===== config.mk =====
export PLATFORM = sky130hd
export DESIGN_NAME = rv32_fetch_queue_flat
export DESIGN_NICKNAME = d
export VERILOG_FILES = /design/src/rtl/rv32_fetch_queue_if.sv /design/src/rtl/rv32_fetch_queue.sv /design/src/flat_wrapper.sv
export SDC_FILE = /design/constraint.sdc
export NUM_CORES = 1
export LEC_CHECK = 0
export CAP_MARGIN = 20
export CELL_PAD_IN_SITES_DETAIL_PLACEMENT = 0
export CELL_PAD_IN_SITES_GLOBAL_PLACEMENT = 1
export CORE_ASPECT_RATIO = 1.4
export CORE_MARGIN = 3
export CORE_UTILIZATION = 42
export CTS_CLUSTER_DIAMETER = 100
export DETAILED_ROUTE_END_ITERATION = 16
export GPL_TIMING_DRIVEN = 1
export PLACE_DENSITY_LB_ADDON = 0.25
export SETUP_SLACK_MARGIN = 0.05
export SYNTH_ARGS = -nofsm -noshare
export SYNTH_HDL_FRONTEND = slang
export SYNTH_SLANG_ARGS = --single-unit

===== constraint.sdc =====
create_clock -name clk -period 10.2 [get_ports clk]
set_input_delay 2.55 -clock clk [delete_from_list [all_inputs] [get_ports clk]]
set_output_delay 2.55 -clock clk [all_outputs]
set_load 0.01 [all_outputs]

===== src/rtl/rv32_fetch_queue_if.sv =====
// rv32_fetch_queue_if: redirect, instruction-memory and decode-side signals of the fetch queue.
interface rv32_fetch_queue_if #(
  parameter int DEPTH = 4,
  parameter int XLEN  = 32
);
  logic                   redirect_valid;
  logic [XLEN-1:0]        redirect_pc;
  logic                   mem_req_valid;
  logic [XLEN-1:0]        mem_req_addr;
  logic                   mem_req_done;
  logic [XLEN-1:0]        mem_rdata;
  logic                   out_valid;
  logic [XLEN-1:0]        out_pc;
  logic [XLEN-1:0]        out_instr;
  logic                   out_ready;
  logic [$clog2(DEPTH):0] occupancy;
  modport master (
    input  redirect_valid, redirect_pc, mem_req_done, mem_rdata, out_ready,
    output mem_req_valid, mem_req_addr, out_valid, out_pc, out_instr, occupancy
  );
  modport slave (
    output redirect_valid, redirect_pc, mem_req_done, mem_rdata, out_ready,
    input  mem_req_valid, mem_req_addr, out_valid, out_pc, out_instr, occupancy
  );
endinterface


===== src/rtl/rv32_fetch_queue.sv =====
// rv32_fetch_queue: DEPTH-entry {pc, instr} prefetch queue between imem and decode.
// Define FETCH_QUEUE_BYPASS_EN to present a response to an empty queue in its done cycle.
module rv32_fetch_queue #(
  parameter int              DEPTH    = 4,
  parameter int              XLEN     = 32,
  parameter logic [XLEN-1:0] RESET_PC = '0
) (
  input  logic               clk,
  input  logic               reset,
  rv32_fetch_queue_if.master fq
);
  localparam int AW = $clog2(DEPTH);
  localparam int CW = AW + 1;
  localparam logic [CW-1:0] FULL = CW'(DEPTH);
  typedef enum logic {IDLE, BUSY} state_t;
  state_t          state_q, state_d;
  logic [XLEN-1:0] fetch_pc_q, fetch_pc_d, req_addr_q, req_addr_d, redir_pc;
  logic            req_valid_q, req_valid_d, discard_q, discard_d;
  logic [AW-1:0]   rd_q, rd_d, wr_q, wr_d;
  logic [CW-1:0]   occ_q, occ_d;
  logic [XLEN-1:0] pc_mem [DEPTH];
  logic [XLEN-1:0] instr_mem [DEPTH];
  logic            done, byp, push, qpop, issue;
  assign redir_pc = fq.redirect_pc & ~XLEN'(3);
  assign done = state_q == BUSY && fq.mem_req_done;
`ifdef FETCH_QUEUE_BYPASS_EN
  assign byp = done && occ_q == '0 && !discard_q && !fq.redirect_valid;
`else
  assign byp = 1'b0;
`endif
  assign fq.out_valid = occ_q != '0 || byp;
  assign fq.out_pc = byp ? req_addr_q : pc_mem[rd_q];
  assign fq.out_instr = byp ? fq.mem_rdata : instr_mem[rd_q];
  assign fq.mem_req_valid = req_valid_q;
  assign fq.mem_req_addr = req_addr_q;
  assign fq.occupancy = occ_q;
  assign qpop = occ_q != '0 && fq.out_ready && !fq.redirect_valid;
  assign push = done && !discard_q && !fq.redirect_valid && !(byp && fq.out_ready);
  always_comb begin
    occ_d = fq.redirect_valid ? '0 : occ_q + CW'(push) - CW'(qpop);
    rd_d = fq.redirect_valid ? '0 : rd_q + AW'(qpop);
    wr_d = fq.redirect_valid ? '0 : wr_q + AW'(push);
    fetch_pc_d = fq.redirect_valid ? redir_pc : (done && !discard_q) ? fetch_pc_q + XLEN'(4) : fetch_pc_q;
    discard_d = done ? 1'b0 : discard_q || (fq.redirect_valid && state_q == BUSY);
    // a request is issued only when its response already has a free slot after this edge
    issue = (state_q == IDLE || done) && occ_d < FULL;
    state_d = issue ? BUSY : done ? IDLE : state_q;
    req_valid_d = issue ? 1'b1 : done ? 1'b0 : req_valid_q;
    req_addr_d = issue ? fetch_pc_d : req_addr_q;
  end
  always_ff @(posedge clk) begin
    if (reset) begin
      state_q <= IDLE;
      fetch_pc_q <= RESET_PC;
      req_addr_q <= RESET_PC;
      req_valid_q <= 1'b0;
      discard_q <= 1'b0;
      rd_q <= '0;
      wr_q <= '0;
      occ_q <= '0;
    end else begin
      state_q <= state_d;
      fetch_pc_q <= fetch_pc_d;
      req_addr_q <= req_addr_d;
      req_valid_q <= req_valid_d;
      discard_q <= discard_d;
      rd_q <= rd_d;
      wr_q <= wr_d;
      occ_q <= occ_d;
    end
  end
  always_ff @(posedge clk) begin
    if (push) begin
      pc_mem[wr_q] <= req_addr_q;
      instr_mem[wr_q] <= fq.mem_rdata;
    end
  end
endmodule


===== src/flat_wrapper.sv =====
// flat-port wrapper written by rule: the top's interface ports become plain ports
module rv32_fetch_queue_flat 
#(
  parameter int              DEPTH    = 4,
  parameter int              XLEN     = 32,
  parameter logic [XLEN-1:0] RESET_PC = '0
)
  (clk, reset, fq_redirect_valid, fq_redirect_pc, fq_mem_req_done, fq_mem_rdata, fq_out_ready, fq_mem_req_valid, fq_mem_req_addr, fq_out_valid, fq_out_pc, fq_out_instr, fq_occupancy);
  rv32_fetch_queue_if #(.DEPTH(DEPTH), .XLEN(XLEN)) fq_i ();
  input  logic clk;
  input  logic reset;
  input wire logic [$bits(fq_i.redirect_valid)-1:0] fq_redirect_valid;
  input wire logic [$bits(fq_i.redirect_pc)-1:0] fq_redirect_pc;
  input wire logic [$bits(fq_i.mem_req_done)-1:0] fq_mem_req_done;
  input wire logic [$bits(fq_i.mem_rdata)-1:0] fq_mem_rdata;
  input wire logic [$bits(fq_i.out_ready)-1:0] fq_out_ready;
  output wire logic [$bits(fq_i.mem_req_valid)-1:0] fq_mem_req_valid;
  output wire logic [$bits(fq_i.mem_req_addr)-1:0] fq_mem_req_addr;
  output wire logic [$bits(fq_i.out_valid)-1:0] fq_out_valid;
  output wire logic [$bits(fq_i.out_pc)-1:0] fq_out_pc;
  output wire logic [$bits(fq_i.out_instr)-1:0] fq_out_instr;
  output wire logic [$bits(fq_i.occupancy)-1:0] fq_occupancy;
  assign fq_i.redirect_valid = fq_redirect_valid;
  assign fq_i.redirect_pc = fq_redirect_pc;
  assign fq_i.mem_req_done = fq_mem_req_done;
  assign fq_i.mem_rdata = fq_mem_rdata;
  assign fq_i.out_ready = fq_out_ready;
  assign fq_mem_req_valid = fq_i.mem_req_valid;
  assign fq_mem_req_addr = fq_i.mem_req_addr;
  assign fq_out_valid = fq_i.out_valid;
  assign fq_out_pc = fq_i.out_pc;
  assign fq_out_instr = fq_i.out_instr;
  assign fq_occupancy = fq_i.occupancy;
  rv32_fetch_queue #(.DEPTH(DEPTH), .XLEN(XLEN), .RESET_PC(RESET_PC)) u_core (.clk(clk), .reset(reset), .fq(fq_i));
endmodule

# ---- Yosys cells after proc, flatten, opt, wreduce, memory -nomap -nowiden
# Memory sizes are Yosys's and may differ from the RTL's. A register that Yosys moved wholly into a read port is not among the register bits.
# Cells that the tools add are included.
dict set report totals {
  rom_bits 0
  mem_bits_rw 256
  mem_count 2
  ff_bits 73
  word_cells 40
  latchBits 0
  out_inout_bits 101
  input_bits 69
}
dict set report op_classes {
  n_eq_ne 0
  n_addsub 5
  mux 9
  reduce_logical 15
  order_cmp 1
  shift 0
  n_div 0
  n_mul 0
  bitwise_logic 1
}
# name depth width read_ports rd_ports_with_merged_regs wr line
set memory_table {}
lappend memory_table {u_core.instr_mem 4 32 1 1 1 rv32_fetch_queue.sv:22} ;# logic [XLEN-1:0] instr_mem [DEPTH];
lappend memory_table {u_core.pc_mem 4 32 1 1 1 rv32_fetch_queue.sv:21} ;# logic [XLEN-1:0] pc_mem [DEPTH];
# operator n
set ops {}
lappend ops {{$mux 32} 2}
lappend ops {{$add 32x3->32 const B} 1}
lappend ops {{$logic_and 1x1->1} 7}
lappend ops {{$add 2x1->2} 2}
lappend ops {{$mux 1} 4}
lappend ops {{$mux 2} 2}
lappend ops {{$reduce_or 2->1} 2}
lappend ops {{$add 3x1->3} 1}
lappend ops {{$lt 3x3->1 const B} 1}
lappend ops {{$mux 3} 1}
lappend ops {{$reduce_bool 3->1} 1}
lappend ops {{$sub 3x1->3} 1}
lappend ops {{$logic_not 1->1} 2}
lappend ops {{$logic_or 1x1->1} 2}
lappend ops {{$reduce_bool 2->1} 1}
lappend ops {{$not 1->1} 1}

# ---- Depth between registers and ports, before layout
# Gate-level depths: netlist of run 1.
dict set report logic_depth {
  depth_word 9
  depth_mapped 13
  ltp_nobuf 11
}

# ---- Worst setup path before layout of run 1
# Ideal clock, no wire load.
dict set report synth_path {
  kind {in2reg}
  from {input port fq_redirect_valid}
  to {memory u_core.instr_mem[1][0], enable pin}
  path_stages 3
  path_slack_ns -0.113
  t_required_ns 9.534
  arrival_time_ns 9.646
  path_buffers 2
  setup_ns 0.666
  cell_sequence {clkbuf_1 > clkbuf_1 > nor4b_1}
}
dict set report synth_via {
  elab_chain_cells 4
}
# item line
set synth_lines {}
lappend synth_lines {{start: declaration} flat_wrapper.sv:12} ;# input wire logic [$bits(fq_i.redirect_valid)-1:0] fq_redirect_valid;
lappend synth_lines {{$logic_not 1->1} rv32_fetch_queue.sv:38} ;# assign push = done && !discard_q && !fq.redirect_valid && !(byp && fq.out_ready);
lappend synth_lines {{$logic_and 1x1->1} rv32_fetch_queue.sv:38}
lappend synth_lines {{$mux 1} rv32_fetch_queue.sv:73} ;# if (push) begin
lappend synth_lines {{$mux 1 (implied by the code)} rv32_fetch_queue.sv:75} ;# instr_mem[wr_q] <= fq.mem_rdata;
lappend synth_lines {{end: declaration} rv32_fetch_queue.sv:22}
# No other way between the ends.

==> results.txt, run 1 <==
After floorplanning, the core was sized to cover 29400 um2. From left edge to right edge, the die measures 152 um. In this run the worst setup path begins at u_core.rd_q[0]. The number of antenna diodes in the final layout is 0. At the worst endpoint, the required time is 7.65 ns. Derived from the worst setup path, the maximum achievable clock frequency is 175 MHz. Period utilization: 56.2%. The detail route stage leaves a number of antenna-violating nets equal to 0.

The tightest slew margin relative to the limit is 28.0%. Among all cell types in the netlist, the one instantiated most often is edfxtp_1. Setup violations remaining at the end of the flow were counted as 0. After the first detailed-routing iteration, the DRC count stood at 357. Data arrives at the worst endpoint at 3.18 ns. The tools report the starting density of the core as 43.0%. The average cell area after synthesis is 17.4 um2, and the register bit total from synthesis is 329. The number of I/O pins is 170, and the area growth from synthesis to final layout is 24.7%.

In the synthesized netlist the async set-or-reset flop fraction comes to 0%. The worst path meets setup with 4.47 ns of slack. In this run the tool buffered the top-level ports with 167 buffer cells. The clock passes through at most 3 buffers. The final number of max-transition violations was 0. The launching point of the worst reg2reg path is u_core.fq.occupancy[1]. The type of the tightest min-delay check was reg -> reg.

After detailed routing, the number of remaining DRC violations is 0. The element type at the critical path start is a register. The tools report the maximum number of pins on one net before global-route repair as 74. The run gives 329 as the clock sink count.

The summed instance area of the synthesized netlist is 12600 um2, and the depth of the CTS H-tree is 1. The tools report the cell count after synthesis as 723. Setup repair after global routing left no endpoint under its margin. At the pin with the least slew margin, the transition time is 1.08 ns. TritonCTS built the clock tree. The tools report the final-layout fill cell count as 2374. The post-route minimum period was 5.73 ns. The logs give 7223 for the number of global-route vias before repair and 798 for the number of nets in the synthesized netlist. The first detailed-routing pass took 4 iterations. The vertical die dimension came out at 211 um. The run gives 41.8 mm as the wire length of the first global-routing pass. Yosys attributes the largest share of cell area to edfxtp_1 (61%), dfxtp_1 (12%), mux4_2 (11%).

Of the cells placed in the final design, the portion with a size suffix greater than 1 is 14.3%. For the clock insertion delay at the later pin of the skew report, the log shows 0.56 ns. After synthesis, the most frequently instantiated cells are edfxtp_1 (256), dfxtp_1 (73), mux4_2 (64). The number of hold buffers added after CTS was 0. The flow ran to the end, and the final reports show no timing, DRC or antenna violations.

In this run the post-CTS setup repair buffer count came out at 0. VDD sags by at most 0.130 mV. The critical path is of the reg -> out type.

The final wirelength came out at 26.4 mm. The startpoint of the lowest-slack hold path was u_core.fetch_pc_q[1]. Setup total negative slack on the finished layout was measured at 0 ns. Clock-pin slew was measured on the worst setup and hold paths at 0.06 ns. After synthesis, the largest area contributor takes up 61.0% of total cell area.

The pre-CTS setup slack came out at 4.17 ns. Global routing finished with a remaining overflow of 0. Detailed placement ended at an HPWL of 16.0 mm.

Max-cap violations in this run came to 0. Summing over every cut layer, the via total after detailed routing is 6927. The number of placed instances with taps included came out at 1242. The run gives 0 as the number of antenna violations at the first check in global routing.

The cell at the root of the clock tree is clkbuf_16. The floorplan has 74 rows. The total power divided by cell area is 177 nW/um2.

Yosys mapped the design onto 53 distinct sky130hd cell types. Yosys printed 0 warnings. In the global route stage, overall resource usage came out at 16.4%. Sequential area share after synthesis: 72.6%.

The number of gates resized after CTS was 0. The largest clock skew in the final design was 0.00893 ns; the wire length per cell after detailed routing was 20.3 um. At the end of routability-driven placement, the weighted congestion stood at 0.780. Biggest fanout along the worst timing path: 44. In the synthesized netlist the dominant register cell turns out to be edfxtp_1. The number of enable-type register cells in the synthesized netlist works out to 256. For this run, the number of standard cells in the final layout without fillers is 1300. The run gives 32200 um2 as the total die area. The worst setup path is captured at a primary output. In the final design database the tool counted 971 nets.

Of all cell types, the one taking the most synthesized area is edfxtp_1. After detailed routing, the number of vias per cell comes to 5.33. Buffers inserted during clock tree synthesis total 31.

The analysis attributes to cell leakage a power of 5.07 nW. The count of final hold-check violations came out at 0.
sequential cells by signal, summed over array words and instances, names as in the netlist:
register and cells:
u_core.fq.occupancy 3, u_core.fq.mem_req_addr 32, u_core.state_q 1, u_core.discard_q 1, u_core.wr_q 2, u_core.fetch_pc_q 32
u_core.pc_mem 128, u_core.instr_mem 128, u_core.rd_q 2
layout by cell type, fill, tap and decap left out, drive strengths merged, types with 10 or more instances in the layout:
cell	netlist	layout
buf	17	13
nor3	23	23
edfxtp	256	256
inv	9	10
dfxtp	73	73
nor2	39	39
o41ai	11	11
clkbuf	22	45
clkdlybuf4s50	0	166
nand3b	19	19
nor4	10	10
nand2	24	24
mux4	64	64
and3	11	11
o21ai	15	15
power by group:
part	switching [W]	total [W]	leakage, nW	internal [W]
Sequential	0.0000318	0.00151	2.94	0.00148
Clock	0.000466	0.00111	0.470	0.000644
Combinational	0.0000729	0.000161	1.66	0.0000884
final cells by class:
type	count	area [um2]	share of cell area, %
Sequential cell	329	9160	58.3
Multi-Input combinational cell	345	3310	21.1
Timing Repair Buffer	179	1760	11.2
Clock buffer	45	838	5.33
Tap cell	380	475	3.02
Clock inverter	12	136	0.868
Inverter	10	37.5	0.239
per-layer routing:
metal  track usage [%]  up-vias  share of wire, %
li1                  -     3249                 -
met1              21.0     3495                41
met5                 0        -                 0
met2              29.6      144                52
met4              4.52        0               2.0
met3              2.25       39               4.1
through the flow:
| stage | cell area (um2) | util [%] | hold slack, ns | power (W) |
|---|---|---|---|---|
| CTS | 15700 | 53.5 | 0.473 | 0.00282 |
| global placement | 14700 | 50.2 | 0.441 | 0.00170 |
| detailed placement | 14700 | 50.2 | 0.453 | 0.00170 |
| global route | 15700 | 53.6 | 0.505 | 0.00289 |
| finish | 15700 | 53.6 | 0.470 | 0.00278 |
| floorplan | 12600 | - | 0.429 | 0.00160 |
worst paths after layout:
| kind | endpoint | slack [ns] | depth (start not counted) |
|---|---|---|---|
| max | fq_out_pc[12] | 4.47 | 3 |
| min | u_core.fetch_pc_q[1] | 0.47 | 1 |
| max reg2reg | u_core.fq.mem_req_addr[7] | 6.99 | 11 |
| min reg2reg | u_core.fetch_pc_q[1] | 0.47 | 1 |
worst max-delay path, cell delays in order, from the launching register on:
cell	delay (ns)
dfxtp_4	0.64
buf_4	0.78
mux4_2	0.59
clkdlybuf4s50_1	0.56
logic make-up after synthesis:
group / share of synthesized area (%)
buffers and inverters: 1.47
flip-flops: 72.6
XOR/XNOR: 1.16
multiplexers: 11.8
AO/OA/AOI/OAI: 4.50
AND/OR/NAND/NOR: 7.89
adder cells (fa/ha/maj): 0.655
No activity file was read; power rests on OpenSTA's default activity.
==> run 2, diff against run 1 <==
==> constraint.sdc (replaced) <==
create_clock -name clk -period 5.25 [get_ports clk]
set_input_delay 1.3125 -clock clk [delete_from_list [all_inputs] [get_ports clk]]
set_output_delay 1.3125 -clock clk [all_outputs]
set_load 0.01 [all_outputs]
==> results.txt, run 2 (synthesis gave the netlist of run 1 again) <==
The tightest slew margin relative to the limit was 30.5% (was 28.0%); the antenna diode count was 0 (unchanged). The type of the tightest min-delay check is reg -> reg (unchanged). The tools report the total of endpoints with negative setup slack in the final report as 0 (unchanged). The final weighted congestion in routability-driven placement was 0.763 (was 0.780). The total iterations of the first detailed-routing run is 4 (unchanged), and the clock sink count is 329 (unchanged). The number of global-route vias before repair is 7279 (was 7223), and the leakage power is 5.15 nW (was 5.07 nW). Sequential cell area in the final layout: 9160 um2 (unchanged). The width of the die is 152 um (unchanged), and the area of combinational cells with multiple inputs is 3320 um2 (was 3310 um2). The tools report the global route total overflow as 0 (unchanged).

The run gives 0.0166 ns (was 0.00893 ns) as the largest clock skew in the final design. The run gives 0 (unchanged) as the number of antenna violations at the first check in global routing. The depth of the CTS H-tree is 1 (unchanged), and the ratio of cells with drive above 1 in the final layout is 15.6% (was 14.3%). Biggest regs: u_core.instr_mem: 128 flops, u_core.pc_mem: 128 flops (unchanged). The flow ran to the end, and the final reports show no timing, DRC or antenna violations.

The clock-pin slew of the registers on the worst-case setup and hold paths came out at 0.07 ns (was 0.06 ns). The run gives 236 MHz as the maximum frequency from static timing analysis. The post-CTS setup repair buffer count was 0 (unchanged). Cell Chain, Critical Path: buf_4 > mux4_2 > clkdlybuf4s50_1 (unchanged).

The critical path's largest stage delay works out to 0.88 ns (was 0.78 ns). Kind of end point of the critical path: a primary output (unchanged). The cell at the root of the clock tree was clkbuf_16 (unchanged). The number of remaining DRC errors is 0 (unchanged), and the final wirelength is 26.8 mm (was 26.4 mm). The tools report the number of DRC markers after the initial detailed-route iteration as 338 (was 357).

The run gives 3.94 ns (was 7.65 ns) as the critical path data required time. The tools report the number of violations of the max-capacitance limit as 0 (unchanged). Setup repair after global routing left no endpoint under its margin. The area inside the core boundary was 29400 um2 (unchanged); the number of buffer cells added on primary ports was 167 (unchanged). The net count of the finished layout came out at 974 (was 971). The biggest fanout along the worst timing path came out at 37 (was 44).

The run gives 0 ns (unchanged) as the aggregate negative setup slack. The count of final hold-check violations was 0 (unchanged). Commonest non-fill, non-tap cells in the layout: edfxtp_1 (256), clkdlybuf4s50_1 (166), dfxtp_1 (71) (unchanged).

The setup slack on the worst flop-to-flop path is 1.88 ns (was 6.99 ns). The via total after detailed routing is 7002 (was 6927), and the maximum buffer depth of the clock tree is 3 (unchanged). The worst-case hold slack came out at 0.480 ns (was 0.470 ns). Dividing the final minimum period by the clock period gives 80.8%. Number of cells in the finished layout apart from fillers: 1303 (was 1300). The wire length per cell after detailed routing is 20.6 um (was 20.3 um), and the number of placed instances with taps included is 1247 (was 1242). The critical path's slowest cell is dfxtp_4 (was buf_4). The tools report the wire length of the first global-routing pass as 42.2 mm (was 41.8 mm). The logs give 74 (unchanged) for the placement row count and 0 (unchanged) for the number of resized instances in the post-cts repair step.

The detailed placement HPWL was 16.7 mm (was 16.0 mm). The run gives 32200 um2 (unchanged) as the total die area. The arrival time of data at the critical path endpoint is 2.93 ns (was 3.18 ns), and the number of buffer and inverter instances along the worst setup path is 2 (unchanged). Per-cell via count in the routed design: 5.37 (was 5.33). The type of the setup path with the least slack was reg -> out (unchanged). The tools report the number of I/O pins as 170 (unchanged). The most common cell after layout, fill and taps aside was edfxtp_1 (unchanged).

The final core utilization came out at 54.0% (was 53.6%). The path depth of the worst reg2reg path is 12 (was 11), and the number of routed nets with antenna violations is 0 (unchanged). The tools report the element type at the critical path start as a register (unchanged). The total power divided by cell area was 353 nW/um2 (was 177 nW/um2); the worst supply voltage drop on vdd was 0.280 mV (was 0.130 mV). The maximum number of pins on one net before global-route repair came out at 66 (was 74). TritonCTS built the clock tree. The tools report the number of buffers inserted by hold repair at cts as 0 (unchanged). The number of buffers inserted during clock tree synthesis was 30 (was 31); the cell count of the worst hold path was 1 (unchanged).

The transition time of the tightest slew-check pin was 1.04 ns (was 1.08 ns); the vertical die dimension was 211 um (unchanged). For the total global routing track utilization, the log shows 16.7% (was 16.4%). The post-route minimum period came out at 4.24 ns. The area growth from synthesis to final layout came out at 25.8% (was 24.7%). The count of cell instances traversed by the critical path came out at 3 (unchanged). The tools report the starting density of the core as 43.0% (unchanged).

The clock insertion delay at the later pin of the skew report came out at 0.56 ns (about the same). For the final number of max-transition violations, the log shows 0 (unchanged). Category of cells accounting for the largest share of critical-path delay: buffers and inverters (unchanged). The final-layout fill cell count is 2362 (was 2374).
-- run 2: cell type report --
class                   count  area share (%)
flip-flops and latches    329            57.7
multi-input cells         345            20.9
repair buffers            183            11.3
clock buffers              33            4.94
well taps                 380            3.00
clock inverters            23            1.81
inverters                  10           0.237
-- run 2: final timing paths --
check	startpoint	endpoint
setup / recovery	u_core.rd_q[0]	fq_out_instr[16]
hold / removal	u_core.fetch_pc_q[0]	u_core.fetch_pc_q[0]
setup reg to reg	u_core.fq.occupancy[1]	u_core.fq.mem_req_addr[6]
hold reg to reg	u_core.fetch_pc_q[0]	u_core.fetch_pc_q[0]
-- run 2: through the flow --
| stage | area [um2] | setup slack [ns] | total power (W) |
|---|---|---|---|
| floorplan | 12600 | -0.600 | 0.00311 |
| global placement | 14800 | 0.655 | 0.00331 |
| detailed placement | 14800 | 0.616 | 0.00332 |
| CTS | 15900 | 0.876 | 0.00567 |
| global route | 15900 | 0.791 | 0.00579 |
| finish | 15900 | 1.01 | 0.00560 |
-- run 2: metal layers --
metal	routed length, um	GRT usage, %
met4	439	4.18
met1	11100	21.1
met2	14200	30.5
met5	0	0
met3	999	2.32
-- run 2: worst reg2reg max path: stages (launching register included) --
cell,delay [ns]
dfxtp_1,0.37
or3_1,0.43
and3_1,0.23
ha_1,0.27
inv_1,0.04
ha_1,0.20
fa_1,0.37
xor3_1,0.25
nor2_1,0.15
nor2b_1,0.08
buf_4,0.18
nor2_1,0.52
o22a_1,0.24
-- run 2: power breakdown --
group,internal [W],switching [W],leakage [nW]
clock network,0.00142,0.000927,0.524
logic,0.000173,0.000144,1.69
registers,0.00287,0.0000627,2.94
==> run 3, diff against run 2 <==
==> constraint.sdc (replaced) <==
create_clock -name clk -period 3.9 [get_ports clk]
set_input_delay 0.975 -clock clk [delete_from_list [all_inputs] [get_ports clk]]
set_output_delay 0.975 -clock clk [all_outputs]
set_load 0.01 [all_outputs]
==> results.txt, run 3 (synthesis gave the netlist of run 1 again) <==
The number of I/O pins was 170 (unchanged); the width of the die was 152 um (unchanged). The starting density of the core is 43.0% (unchanged), and the pre-CTS setup slack is -0.0273 ns (was 0.616 ns). The arrival time of data at the critical path endpoint was 2.53 ns (was 2.93 ns). The tools report the summed area of non-filler cells in the final layout as 15900 um2 (about the same). The run gives 1256 (was 1247) as the number of placed instances with taps included. The biggest fanout along the worst timing path is 19 (was 37), and the leakage power is 5.15 nW (about the same). The worst setup path startpoint was u_core.rd_q[0] (unchanged). The clock insertion delay at the later pin of the skew report came out at 0.56 ns (about the same). The final weighted congestion in routability-driven placement is 0.788 (was 0.763), and the number of buffer cells added on primary ports is 167 (unchanged).

The startpoint of the lowest-slack hold path is u_core.fetch_pc_q[1] (was u_core.fetch_pc_q[0]). For the post-CTS setup repair buffer count, the log shows 0 (unchanged). The global route total overflow was 0 (unchanged). The number of DRC markers after the initial detailed-route iteration came out at 326 (was 338). Commonest non-fill, non-tap cells in the layout: edfxtp_1 (256), clkdlybuf4s50_1 (166), dfxtp_1 (71) (unchanged). The type of the tightest min-delay check is reg -> reg (unchanged). Setup repair after global routing left no endpoint under its margin.

The post-route minimum period was 3.51 ns. The clock-pin slew of the registers on the worst-case setup and hold paths was 0.06 ns (was 0.07 ns). The vertical die dimension works out to 211 um (unchanged). The cell area reported after detailed placement is 15000 um2 (was 14800 um2). For the final-layout fill cell count, the log shows 2378 (was 2362).

Cell at the root of the clock tree: clkbuf_16 (unchanged). The period utilization works out to 89.9%. Maximum number of pins on one net before global-route repair: 65 (was 66). The number of remaining DRC errors is 0 (unchanged), and the total of endpoints with negative setup slack in the final report is 0 (unchanged). The run gives 0 (unchanged) as the number of resized instances in the post-cts repair step.

The launching point of the worst reg2reg path was u_core.fq.occupancy[1] (unchanged). The kind of end point of the critical path is a primary output (unchanged). The number of antenna violations at the first check in global routing was 0 (unchanged). The logs give 0.251 mV (was 0.280 mV) for the worst supply voltage drop on vdd and 0 (unchanged) for the final number of max-transition violations. Critical path data required time: 2.92 ns (was 3.94 ns). The total global routing track utilization came out at 16.7% (about the same). The aggregate negative setup slack is 0 ns (unchanged). The element type at the critical path start is a register (unchanged).

Transition time of the tightest slew-check pin: 0.688 ns (was 1.04 ns). The tools report the final wirelength as 26.9 mm (was 26.8 mm). The run finished with clean final reports. The tools report the number of buffers inserted during clock tree synthesis as 31 (was 30). For the slack of the critical path, the log shows 0.392 ns (was 1.01 ns). Most common cell after layout, fill and taps aside: edfxtp_1 (unchanged). The depth of the CTS H-tree was 1 (unchanged). The via total after detailed routing is 6961 (was 7002), and the tightest slew margin relative to the limit is 54.1% (was 30.5%). Worst-case hold slack: 0.457 ns (was 0.480 ns). Biggest regs: u_core.instr_mem: 128 flops, u_core.pc_mem: 128 flops (unchanged).

The logs give 0 (unchanged) for the antenna diode count and 329 (unchanged) for the clock sink count. The maximum frequency from static timing analysis was 285 MHz. The area growth from synthesis to final layout is 26.3% (was 25.8%), and the largest clock skew in the final design is 0.0104 ns (was 0.0166 ns). The count of final hold-check violations was 0 (unchanged); the net count of the finished layout was 984 (was 974).

The tools report the number of routed nets with antenna violations as 0 (unchanged). The number of buffers inserted by hold repair at cts is 0 (unchanged), and the number of cells in the finished layout apart from fillers is 1313 (was 1303). The run gives 29400 um2 (unchanged) as the area inside the core boundary. Type of the setup path with the least slack: reg -> out (unchanged). The number of global-route vias before repair came out at 7311 (was 7279). The total die area is 32200 um2 (unchanged), and the ratio of cells with drive above 1 in the final layout is 15.9% (was 15.6%). The run gives 5 (was 4) as the total iterations of the first detailed-routing run. The detailed placement HPWL was 16.9 mm (was 16.7 mm); the wire length per cell after detailed routing was 20.5 um (was 20.6 um).

The run gives 42.6 mm (was 42.2 mm) as the wire length of the first global-routing pass. TritonCTS built the clock tree. The total power divided by cell area came out at 452 nW/um2 (was 353 nW/um2).

For the maximum buffer depth of the clock tree, the log shows 3 (unchanged). The per-cell via count in the routed design was 5.30 (was 5.37); the placement row count was 74 (unchanged). For the number of violations of the max-capacitance limit, the log shows 0 (unchanged).
==> run 3: where the power goes <==
group	internal, W	switching [W]
combinational	0.000242	0.000196
clock	0.00157	0.00123
sequential	0.00387	0.0000840
total	0.00568	0.00152
==> run 3: cell type report <==
class	instances	area (um2)	area share (%)
clock buffer	45	848	5.33
clock inverter	12	88.8	0.558
inverter	10	37.5	0.236
multi-input combinational	345	3320	20.9
sequential	329	9160	57.5
tap	380	475	2.99
timing repair buffer	192	1990	12.5
==> run 3: layer usage <==
metal  vias to the layer above  GRT usage, %  routed length (um)
li1                       3274             -                   -
met1                      3478          21.9               11400
met2                       170          29.7               13900
met3                        39          2.44                1140
met4                         0          4.09                 473
met5                         -             0                   0
==> run 3: critical path, stage by stage (launching register included) <==
cell and delay [ns]:
dfxtp_4 0.64, buf_12 0.26, mux4_2 0.53, clkdlybuf4s50_1 0.52
==> run 3: path summary, 6_finish.rpt <==
kind                                                   to  cells after the start  slack (ns)
worst min register to register       u_core.fetch_pc_q[1]                      1        0.46
worst max-delay path                        fq_out_pc[15]                      3        0.39
worst min-delay path                 u_core.fetch_pc_q[1]                      1        0.46
worst max register to register  u_core.fq.mem_req_addr[8]                     11        0.80
==> run 3: through the flow <==
stage | util [%] | power, W
floorplan | - | 0.00419
global placement | 51.0 | 0.00447
detailed placement | 51.0 | 0.00447
CTS | 54.2 | 0.00730
global route | 54.2 | 0.00748
finish | 54.2 | 0.00720
